**src/rtl/expr_pkg.sv**
```systemverilog
// Shared types and constants for the expression checker.
package expr_pkg;

  typedef enum logic [1:0] {S_EMPTY, S_NUM, S_OP, S_ERR} state_t;
  typedef enum logic [1:0] {C_DIG, C_OP, C_BAD} cls_t;

  localparam logic [7:0] CH_0    = 8'h30;
  localparam logic [7:0] CH_9    = 8'h39;
  localparam logic [7:0] CH_PLUS = 8'h2B;
  localparam logic [7:0] CH_MUL  = 8'h2A;

endpackage

```
**src/rtl/expr_char_class.sv**
```systemverilog
// Combinational ASCII byte classifier: digit / operator / other.
module expr_char_class
  import expr_pkg::*;
(
  input  logic [7:0] ch,
  output cls_t       cls,
  output logic       is_mul,
  output logic [3:0] digit
);

  // Decode class; digit value is the low nibble of "0".."9".
  always_comb begin
    cls    = C_BAD;
    is_mul = 1'b0;
    digit  = 4'd0;
    if (ch >= CH_0 && ch <= CH_9) begin
      cls   = C_DIG;
      digit = ch[3:0];
    end else if (ch == CH_PLUS) begin
      cls = C_OP;
    end else if (ch == CH_MUL) begin
      cls    = C_OP;
      is_mul = 1'b1;
    end
  end

endmodule

```
**config.mk**
```make
export PLATFORM = sky130hd
export DESIGN_NAME = expr_char_class
export DESIGN_NICKNAME = d
export VERILOG_FILES = /design/src/rtl/expr_pkg.sv /design/src/rtl/expr_char_class.sv
export SDC_FILE = /design/constraint.sdc
export NUM_CORES = 1
export LEC_CHECK = 0
export BUFFER_PORTS_ARGS = -buffer_cell sky130_fd_sc_hd__buf_2
export CAP_MARGIN = 25
export CORE_AREA = 8 8 45 47
export DETAILED_ROUTE_END_ITERATION = 16
export DIE_AREA = 0 0 53 55
export GPL_TIMING_DRIVEN = 0
export PLACE_DENSITY = 0.33
export SLEW_MARGIN = 20
export SYNTH_ARGS = -nofsm -noshare
export SYNTH_HDL_FRONTEND = slang
export SYNTH_SLANG_ARGS = --single-unit
```
**constraint.sdc**
```tcl
create_clock -name vclk -period 0.88
set_input_delay 0.176 -clock vclk [all_inputs]
set_output_delay 0.176 -clock vclk [all_outputs]
set_load 0.03 [all_outputs]
```
=== After elaboration in Yosys (flattened, before gate mapping) ===
Index checks and enable logic that the tools add are counted.

* Flip-flop bits (word level): 0
* Latch bits: 0
* RAM bits: 0
* Memory bits (read-only): 0
* Input port bits: 8
* Word-level logic and storage cells: 12
* Memories kept: 0

* $add $sub $neg: 0
* Multiply operators: 0
* Div/mod/pow operators: 0
* Magnitude comparators: 2
* Eq/ne operators: 2
* Shifts and indexed selects: 0
* Multiplexer cells: 7
* Bitwise logic cells: 0
* Reduce and logical (&&, ||, !) cells: 1

{| class="wikitable"
|+ Operator list
! operator !! number
|-
| equality test 8 x 6 -> 1 bit, second input constant || 2
|-
| >= comparator 8 x 6 -> 1 bit, second input constant || 1
|-
| less-or-equal comparator 8 x 6 -> 1 bit, second input constant || 1
|-
| 2-to-1 mux 2 bit || 3
|-
| 2-to-1 mux 4 bit || 1
|-
| 2-to-1 mux 1 bit || 3
|-
| logical AND 1 bit || 1
|}

=== Longest topological paths before layout ===
* Word-level depth: 4
* Mapped depth: 2

=== Least setup slack after synthesis ===
Ideal clock, no wire load.

* Path type: input to output
* Start point: input ch[6]
* End point: output digit[1]
* Data arrival time: 1.183 ns
* Data required time: 0.704 ns
* Path slack: -0.479 ns
* Stages on the path: 2
* Buffers on the path: 0
* Cells stage by stage: nand4bb_1 -> nor3b_1

* Word-level cells in the longest chain between the ends: 3
* Elaborated cells between the ends (all ways): 4
* Those cells by class: order compare (2); mux (1); reduce/logical (1)

{| class="wikitable"
|+ Ends and longest elaborated chain
! item !! RTL line !! RTL
|-
| from (decl) || expr_char_class.sv:5 || <nowiki>input logic [7:0] ch,</nowiki>
|-
| >= comparator 8 x 6 -> 1 bit or less-or-equal comparator 8 x 6 -> 1 bit (tied branches) || expr_char_class.sv:16 || <nowiki>if (ch >= CH_0 && ch <= CH_9) begin</nowiki>
|-
| logical AND 1 bit (*) || expr_char_class.sv:16 ||
|-
| 2-to-1 mux 4 bit (*) || expr_char_class.sv:16 ||
|-
| to (decl) || expr_char_class.sv:8 || <nowiki>output logic [3:0] digit</nowiki>
|}

Every way passes the cells marked *; elsewhere a longest branch is shown, timed or not.

=== Final worst setup path ===
* Start point: input ch[7]
* End point: output digit[3]

The elaborated chain is that of the path after synthesis.

==> run metrics <==
Post-Syn Instances=13; DRT Wirelength=543 microns; CP peak stage delay=280 ps; worst path buffer plus inverter count=2; Final min period=1150 ps; multiplexer share of the synthesized area=0%; layout cells sized above 1=93.9%; run status=finished, violations left; Max Cap Violations=0; Synth Area in XOR/XNOR=0%; fillers=149; final non-filler cell total=49; die area=0.00292 sq mm; worst hold path type=input pin to output pin; Rows=14; largest net degree at the start of global routing=6; Final Hold Viols=0; DR DRC count=0; CP max stage cell=nand4bb_4; Crit path top cell by count=buf_6; I/O Buffers=15; Layout area overhead=255%; Post-Synth Adder-Cell Area=0%; total iterations of the first detailed-routing run=2; post-route ant nets=0; first-pass GRT wire length=945 microns; CP Max Fanout=3; setup TNS=-1490 ps; actual slew at the worst max-slew pin=227 ps; RSZ-0062 raised after global routing=yes; Data arrival, critical path=980 ps; Final #Nets=43; Clock buffer cells=0; initial antenna violation count=0; GR Overflow Total=0; Initial DRC Count=1; Placed Cells=44; Setup violations, final=7; crit path cell chain=buf_6 > nand4bb_4 > nor4b_4 > buf_6; post-cts hold buffer count=0; crit start category=input pin; die width=53 microns; Worst EP required=700 ps; crit end category=output pin; Die Height=55 microns; Final WS setup=-272 ps; hpwl dp=451 microns; max-slew violation total from the final report=0; post-synth cell types=11; Compound-Gate Fraction of Synth Area=14.4%; VDD IR-drop max=99.6 uV; wire per inst=11.1 microns; LEAKAGE=0.179 nW; PD cells=312 mW/mm^2; failing checks=negative setup slack; Vias=198; syn_area_per_cell=9.34 sq um; Vias/cell=4.04; number of global-route vias before repair=234; syn_nets=21; fmax=868 MHz; IO Count=15; initial core utilization=8.77%; diodes inserted=0; FFs & Latches=0; synthesized area=121 sq um; area occupied by registers=0 sq um; area share of and/or/nand/nor cells after synthesis=85.6%; Slew HR=84.9%; critical path class=input pin to output pin; CP top delay family=simple AND/OR/NAND/NOR gates; combinational family with the most area after synthesis=simple AND/OR/NAND/NOR gates; register area share after synthesis=0%; Core ar.=0.00138 sq mm; Total Power=0.000134 W; GRT Total Usage=3.92%; fin crit share=131%; routability congestion estimate=0.626; Yosys warnings=0
## cells in the final DEF (no fill, tap or decap)
master     count
buf_6         10
buf_4          5
buf_8          4
nor3b_4        3
o21ai_0        1
and4_4         1
and4bb_2       1
and2_4         1
nand4bb_4      1
nor2b_1        1
nor3b_2        1
o31ai_4        1
nor4b_4        1
and3b_2        1
buf_2          1
## final timing paths
check | startpoint | to | slack (ps) | cells past startpoint
hold / removal | ch[2] | digit[3] | 710 | 4
setup / recovery | ch[7] | digit[3] | -270 | 4
## power breakdown
part	switching, W	internal, W
Combinational	0.0000502	0.0000842
Sequential	0	0
Clock	0	0
## area by class of cell
type,instances,area [sq um],share of cell area (%)
multi-input combinational,13,195,45.3
tap,16,20.0,4.65
timing repair buffer,20,215,50.0
## synth_stat cells
cell,number,area share [%]
and2_1,1,5.2
and3b_1,1,7.2
and4_1,1,7.2
and4bb_1,1,10
nand4bb_1,1,9.3
nor2b_1,1,5.2
nor3b_1,3,19
nor3b_2,1,10
nor4b_2,1,12
o21ai_0,1,4.1
o31ai_2,1,10
## what timing repair did
| action | CTS | global route |
|---|---|---|
| pin swaps | 8 | 3 |
| resized for setup | 32 | 1 |
| setup buffers | 5 | 0 |
| endpoints found under the setup margin | 7 | 7 |
## metal layers
metal / wire length (microns) / track usage (%)
met5: 0 / 0
met2: 337 / 8.40
met4: 0 / 0
met3: 25 / 0.267
met1: 180 / 4.22
## through the flow
stage	hold WS (ps)	cell area, sq um	setup slack, ps	util (%)
4_1_cts	714	427	-273	30.8
3_3_place_gp	709	285	-395	20.6
6_report	713	430	-272	31.1
5_1_grt	728	430	-305	31.1
3_5_place_dp	710	285	-403	20.6
2_1_floorplan	398	190	-263	-
## cells by family (layout without fill, tap and decap cells)
kind of cell           count (synthesis)  after routing
AO/OA/AOI/OAI                          2              2
AND/OR/NAND/NOR                       11             11
buffers and inverters                  0             20
Power figures use the tool's default switching activity.
